File: src/rtl/adder_arbiter.sv
// rtl/adder_arbiter.sv - round-robin arbiter sharing one external adder among NUM_REQ requesters
// Optional overflow counter output enabled by defining ADDER_ARB_OVF_CNT_EN.

module adder_arbiter #(
    parameter int  NUM_REQ       = 4,
    parameter int  WIDTH         = 32,
    parameter int  SETTLE_CYCLES = 2,
    localparam int ID_W          = (NUM_REQ > 1) ? $clog2(NUM_REQ) : 1
) (
    input  logic                     clk,
    input  logic                     rst_n,

    input  logic [NUM_REQ-1:0]       req_valid,
    output logic [NUM_REQ-1:0]       req_ready,
    input  logic [NUM_REQ*WIDTH-1:0] req_a,
    input  logic [NUM_REQ*WIDTH-1:0] req_b,
    input  logic [NUM_REQ-1:0]       req_cin,

    output logic [WIDTH-1:0]         add_a,
    output logic [WIDTH-1:0]         add_b,
    output logic                     add_cin,
    input  logic [WIDTH-1:0]         add_sum,
    input  logic                     add_cout,
    input  logic                     add_ovf,

`ifdef ADDER_ARB_OVF_CNT_EN
    output logic [15:0]              ovf_count,
`endif
    output logic                     rsp_valid,
    input  logic                     rsp_ready,
    output logic [ID_W-1:0]          rsp_id,
    output logic [WIDTH-1:0]         rsp_sum,
    output logic                     rsp_cout,
    output logic                     rsp_ovf
);

    typedef enum logic [1:0] {
        IDLE   = 2'd0,
        SETTLE = 2'd1,
        RESP   = 2'd2
    } state_t;

    localparam logic [3:0] SETTLE_LOAD = 4'(SETTLE_CYCLES);

    state_t          state;
    state_t          state_nxt;
    logic [ID_W-1:0] rr_ptr;
    logic [ID_W-1:0] grant_id;
    logic [ID_W-1:0] pick_id;
    logic            pick_found;
    logic [3:0]      settle_cnt;
    logic [ID_W-1:0] rr_ptr_nxt;
    int              idx;

    // First valid requester scanning upward from rr_ptr, wrapping at NUM_REQ.
    always_comb begin
        pick_found = 1'b0;
        pick_id    = '0;
        idx        = 0;
        for (int i = 0; i < NUM_REQ; i++) begin
            idx = int'(rr_ptr) + i;
            if (idx >= NUM_REQ) begin
                idx = idx - NUM_REQ;
            end
            if (!pick_found && req_valid[idx]) begin
                pick_found = 1'b1;
                pick_id    = ID_W'(idx);
            end
        end
    end

    assign rr_ptr_nxt = (grant_id == ID_W'(NUM_REQ - 1)) ? '0 : grant_id + ID_W'(1);
    assign rsp_valid  = (state == RESP);

    always_comb begin
        state_nxt = state;
        req_ready = '0;
        case (state)
            IDLE: begin
                if (pick_found) begin
                    req_ready[pick_id] = 1'b1;
                    state_nxt          = SETTLE;
                end
            end
            SETTLE: begin
                if (settle_cnt <= 4'd1) begin
                    state_nxt = RESP;
                end
            end
            RESP: begin
                if (rsp_ready) begin
                    state_nxt = IDLE;
                end
            end
            default: state_nxt = IDLE;
        endcase
        // A grant during reset would look like a transfer to the requester.
        if (!rst_n) begin
            req_ready = '0;
        end
    end

    always_ff @(posedge clk) begin
        if (!rst_n) begin
            state      <= IDLE;
            rr_ptr     <= '0;
            grant_id   <= '0;
            settle_cnt <= '0;
            add_a      <= '0;
            add_b      <= '0;
            add_cin    <= 1'b0;
            rsp_id     <= '0;
            rsp_sum    <= '0;
            rsp_cout   <= 1'b0;
            rsp_ovf    <= 1'b0;
        end else begin
            state <= state_nxt;
            case (state)
                IDLE: begin
                    if (pick_found) begin
                        grant_id   <= pick_id;
                        add_a      <= req_a[int'(pick_id)*WIDTH +: WIDTH];
                        add_b      <= req_b[int'(pick_id)*WIDTH +: WIDTH];
                        add_cin    <= req_cin[pick_id];
                        settle_cnt <= SETTLE_LOAD;
                    end
                end
                SETTLE: begin
                    settle_cnt <= settle_cnt - 4'd1;
                    if (settle_cnt <= 4'd1) begin
                        settle_cnt <= '0;
                        rsp_id     <= grant_id;
                        rsp_sum    <= add_sum;
                        rsp_cout   <= add_cout;
                        rsp_ovf    <= add_ovf;
                    end
                end
                RESP: begin
                    if (rsp_ready) begin
                        rr_ptr <= rr_ptr_nxt;
                    end
                end
                default: ;
            endcase
        end
    end

`ifdef ADDER_ARB_OVF_CNT_EN
    always_ff @(posedge clk) begin
        if (!rst_n) begin
            ovf_count <= '0;
        end else if (state == RESP && rsp_ready && rsp_ovf && ovf_count != 16'hFFFF) begin
            ovf_count <= ovf_count + 16'd1;
        end
    end
`endif

endmodule

File: config.mk
export PLATFORM = sky130hd
export DESIGN_NAME = adder_arbiter
export DESIGN_NICKNAME = d
export VERILOG_FILES = /design/src/rtl/adder_arbiter.sv
export SDC_FILE = /design/constraint.sdc
export NUM_CORES = 1
export LEC_CHECK = 0
export ABC_AREA = 0
export BUFFER_PORTS_ARGS = -buffer_cell sky130_fd_sc_hd__buf_2
export CORE_AREA = 8 8 150 152
export CTS_CLUSTER_DIAMETER = 40
export DETAILED_ROUTE_END_ITERATION = 10
export DIE_AREA = 0 0 158 160
export PLACE_DENSITY = 0.6
export SYNTH_ARGS = -nofsm -noshare
export SYNTH_HDL_FRONTEND = slang
export SYNTH_SLANG_ARGS = --single-unit
File: constraint.sdc
create_clock -name clk -period 3.15 [get_ports clk]
set_clock_uncertainty 0.1 [all_clocks]
set_input_delay 0.63 -clock clk [delete_from_list [all_inputs] [get_ports clk]]
set_output_delay 0.63 -clock clk [all_outputs]
set_load 0.005 [all_outputs]
# Yosys cells after proc, flatten, opt, wreduce, memory -nomap -nowiden
# Index checks and enable logic that the tools add are counted.
# totals
ff_bits	111
latchBits	0
mem_bits_rw	0
romBits	0
out_inout_bits	106
word_cells	92
memories	0
# classes
n_addsub	9
n_mul	0
div_mod_pow	0
order_cmp	11
n_eq_ne	6
shifts	2
mux	39
bitwise	0
reduce_logical	14
# op_table
op	count
$shiftx 128x8->32	2
$lt 32x4->1 const B	4
$mux 32	4
$mux 4	5
$mux 2	8
$mux 1	14
$sub 3x3->4 const B	3
$bmux 1 s2	5
$ge 3x3->1 const B	3
$pmux 4 s2	1
$reduce_and 2->1	4
$add 2x2->3 const B	2
$pmux 2 s3	1
$eq 2x2->1 const B	2
$le 4x1->1 const B	1
$logic_and 1x1->1	4
$ne 2x2->1 const B	2
$sub 2x3->4 const B	1
$sub 4x1->4 const B	1
$add 2x1->3 const B	1
$ge 2x3->1 const B	1
$logic_not 1->1	3
$lt 2x3->1 const B	1
$reduce_and 3->1	1
other kinds (7)	7

# Logic depth before layout (Yosys ltp)
# logic_depth
depth_word	22
mapped_depth	8
mapped_depth_nobuf	6

# Worst setup path before layout
# No wires, ideal clock.
# synth_timing
kind	input-to-output
start	in req_valid[2]
end	out req_ready[1]
arrival_time_ps	1947
slack_ps	473
stages	7
n_path_buf	3
path_cell_list	nor2b_1 > or4b_1 > and2_1 > buf_6 > buf_6 > buf_6 > nor2_1
# synth_via
elab_chain_len	20
word_cells_on_any_way	34
classes_between	order compare (2); mux (25); reduce/logical (7)
# synth_lines
element	line	source
start, declared	13	input logic [NUM_REQ-1:0] req_valid,
$bmux 1 s2	65	if (!pick_found && req_valid[idx]) begin
$mux 1 (implied by the code) (2 in a row)	65	
$mux 1	65	
$logic_not 1->1	65	
$logic_and 1x1->1	65	
$mux 1	65	
$logic_not 1->1	65	
$logic_and 1x1->1	65	
(+3 left out)	-	
$mux 2	65	
$lt 2x3->1 (implied by the code) / $ge 2x1->1 (equally long branches)	81	req_ready[pick_id] = 1'b1;
$logic_and 1x1->1 (implied by the code)	81	
$mux 1 (implied by the code)	81	
$demux 1 s2	81	
$mux 4 (*)	80	if (pick_found) begin
$mux 4 (*)	78	case (state)
$mux 4 (*)	98	if (!rst_n) begin
end, declared	14	output logic [NUM_REQ-1:0] req_ready,
# Mark *: on every way between the ends. The rest lies on a longest branch, timed or not. The select of a mux whose other input is x is not followed.

# Worst setup path after layout
# Ends and elaborated chain as after synthesis.

==> impl_metrics.env <==
export IMPL_synth_ff_type="dfxtp_1"
export IMPL_die_w_microns=158
export IMPL_synth_edf_count=0
export IMPL_grt_remaining_overflow=0
export IMPL_cpMostUsedCell="buf_2"
export IMPL_ant_nets=0
export IMPL_crit_end="req_ready[1]"
export IMPL_post_synth_main_area_contributors="dfxtp_1 (40%), mux2i_1 (24%), o221ai_1 (10%)"
export IMPL_htree_levels=3
export IMPL_setup_viol=0
export IMPL_status="finished, final reports clean"
export IMPL_max_stage_delay_ns=0.52
export IMPL_yosysWarnings=0
export IMPL_dieArea_sq_um=25280
export IMPL_cts_sinks=111
export IMPL_use_met2_pct=30.98
export IMPL_relSlewSlack_pct=63.23
export IMPL_grt_first_pass_wirelength_microns=34690
export IMPL_cts_tree="done"
export IMPL_initial_utilization_pct=27.58
export IMPL_root_buffer="clkbuf_16"
export IMPL_crit_type="primary input to primary output"
export IMPL_switching_share_pct=33.48
export IMPL_grtUsageMet3_pct=6.100
export IMPL_ios=407
export IMPL_wire_per_inst_microns=18.83
export IMPL_r2r_start="rr_ptr[0]"
export IMPL_clk_latency_ns=0.35
export IMPL_antenna_found_initial=3
export IMPL_clkPwrFrac_pct=28.2
export IMPL_r2r_cells=6
export IMPL_seq_area_frac_synth_pct=40.21
export IMPL_area_growth_pct=46.39
export IMPL_synth_commonest_cells="nand2_1 (149), mux2i_1 (130), dfxtp_1 (111)"
export IMPL_post_drt_via_cell_ratio=4.719
export IMPL_nNetsFinal=1277
export IMPL_drv_slew=0
export IMPL_critPathSlowestCell="or4b_1"
export IMPL_rsz0062_at_grt="no"
export IMPL_fmax_mhz=377.5
export IMPL_grt_busiest_layer="met2"
export IMPL_post_cts_setup_buffers=0
export IMPL_r2r_slack_ns=1.02
export IMPL_crit_chain="buf_2 > nor2b_1 > or4b_1 > and2_4 > nor2_1 > buf_2"
export IMPL_coreArea_sq_um=20040
export IMPL_totalWireLength_microns=23540
export IMPL_hp_class="flip-flop to flip-flop"
export IMPL_dieHeight_microns=160
export IMPL_ys_types=31
export IMPL_rows=52
export IMPL_final_fill_count=2132
export IMPL_synth_most_common_cell="nand2_1"
export IMPL_power_density_nw_per_um2=520.1
export IMPL_fin_crit_sh_pct=84.10
export IMPL_intPower_uw=2799
export IMPL_portBuffers=406
export IMPL_hpwl_microns=18490
export IMPL_crit_start="req_valid[2]"
export IMPL_gr_usage_all_layers_pct=17.51
export IMPL_vias=5899
export IMPL_r2r_end="add_a[7]"
export IMPL_cp_max_fo=4
export IMPL_final_util_pct=40.37
export IMPL_seqPwrFrac_pct=41.9
export IMPL_drv_cap=0
export IMPL_cp_arrival_ns=1.92
export IMPL_drc=0
export IMPL_final_min_clock_period_ns=2.649
export IMPL_grt_use_met1_pct=19.22
export IMPL_stdcell_count=1250
export IMPL_syn_area_per_cell_sq_um=9.304
export IMPL_gp_congestion=0.8266
export IMPL_grt_max_degree=68
export IMPL_drive_above_1_share_pct=44.68
export IMPL_ctsResizeCount=0
export IMPL_syn_instance_count=594
export IMPL_clockBufferDepth=2
export IMPL_hold_buffers=0
export IMPL_grt_pass1_vias=6104
export IMPL_drt_iter0_drc=334
export IMPL_synth_nets=898
export IMPL_dr_pass1_iters=4
export IMPL_p_comb_share_pct=29.9
export IMPL_fin_tns_setup_ns=0
export IMPL_worst_pin_slew_ns=0.5473
export IMPL_cts_buffers=9
export IMPL_cp_required_ns=2.42
export IMPL_syn_area_sq_um=5527
export IMPL_synth_largest_area_cell="dfxtp_1"
export IMPL_hold_viol=0
export IMPL_netlist_area_leader_share_pct=40.21
export IMPL_path_clk_slew_ns=0.09
export IMPL_critPathLaunchType="primary input"
export IMPL_cp_end_kind="primary output"
export IMPL_p_leak_uw=0.004378
export IMPL_ir_drop_v=0.0002755
export IMPL_power_switching_uw=1409
export IMPL_placed_cells=1232
export IMPL_synthArstFlopShare_pct=0
export IMPL_ys_seq_elements=111
==> metrics by stage <==
step	hold slack [ns]	total power (uW)	worst slack [ns]	cell area, sq um
floorplan	0.3394	2454	0.4727	5527
global placement	0.3369	3060	0.4663	7774
detailed placement	0.3416	3080	0.4640	7774
CTS	0.3540	4293	0.4584	8085
global route	0.3743	4485	0.3874	8090
finish	0.3515	4208	0.5010	8090
==> kinds of logic (layout without fill, tap and decap cells) <==
kind of cell,after synthesis,in the layout,share of synthesized area (%)
xor gates and xnor gates,1,1,0.1585
and+or+nand+nor,181,181,13.34
adders and majority gates,3,3,0.6793
muxes,130,130,23.55
DFF,111,111,40.21
buffers and inverters,51,435,4.981
other,0,2,0
AOI/OAI and AO/OA,117,117,17.09
==> how the worst min path moves through the flow <==
| stage | to | depth (start not counted) | slack, ns | start |
|---|---|---|---|---|
| after floorplan | grant_id[1] | 2 | 0.34 | grant_id[1] |
| after global routing | rsp_sum[31] | 2 | 0.37 | rsp_sum[31] |
| after global placement | add_b[13] | 2 | 0.34 | add_b[13] |
| after detailed placement | rsp_sum[18] | 2 | 0.34 | rsp_sum[18] |
| after CTS | rsp_sum[18] | 2 | 0.35 | rsp_sum[18] |
| final | rsp_sum[18] | 2 | 0.35 | rsp_sum[18] |
==> power by group through the flow <==
stage / clock (uW) / combinational, uW / sequential, uW
floorplan: 0 / 649 / 1800
global placement: 0 / 1280 / 1780
detailed placement: 0 / 1290 / 1790
CTS: 1240 / 1290 / 1760
global route: 1290 / 1400 / 1790
finish: 1190 / 1260 / 1760
==> sequential cells by signal, indices dropped and copies added, names as in the netlist <==
register	cells
add_b	32
add_a	32
state	2
rsp_ovf	1
rr_ptr	2
settle_cnt	4
rsp_cout	1
grant_id	2
rsp_id	2
rsp_sum	32
add_cin	1
==> final cells by class <==
type                       instances  area (sq um)  share of cell area (%)
antenna                            2         5.005                 0.06186
inverter                           3         11.26                  0.1392
clock inverter                     7         86.33                   1.067
multi-input combinational        432          3058                   37.80
clock buffer                       9         225.2                   2.784
tap                              270         337.8                   4.176
sequential                       111          2222                   27.47
timing repair buffer             416          2145                   26.51
==> routing by layer <==
| metal | vias to the layer above | wire (microns) |
|---|---|---|
| li1 | 2909 | - |
| met1 | 2716 | 9056 |
| met2 | 246 | 11710 |
| met3 | 26 | 2311 |
| met4 | 2 | 449 |
| met5 | - | 13 |
==> critical path, delay by kind of cell <==
family / cells / cell delay [ns]
buf+inv: 2 / 0.27
simple gates: 4 / 1.01
==> layout by cell type (no fill, tap or decap), drive strengths merged <==
cell type / count
clkbuf: 9
a21boi: 40
buf: 416
o21ai: 5
and2: 3
clkinv: 5
a21oi: 2
a211o: 1
o2111ai: 1
nand2: 149
nand2b: 1
nor2b: 7
o21a: 2
nand3: 2
or3: 1
dfxtp: 111
mux2i: 130
or4: 1
inv: 5
or4b: 1
nor3: 2
and3: 1
nand4b: 1
xor2: 1
nor2: 10
nor4: 2
a21o: 1
o221ai: 65
ha: 3
diode: 2
Power figures use the tool's default switching activity.
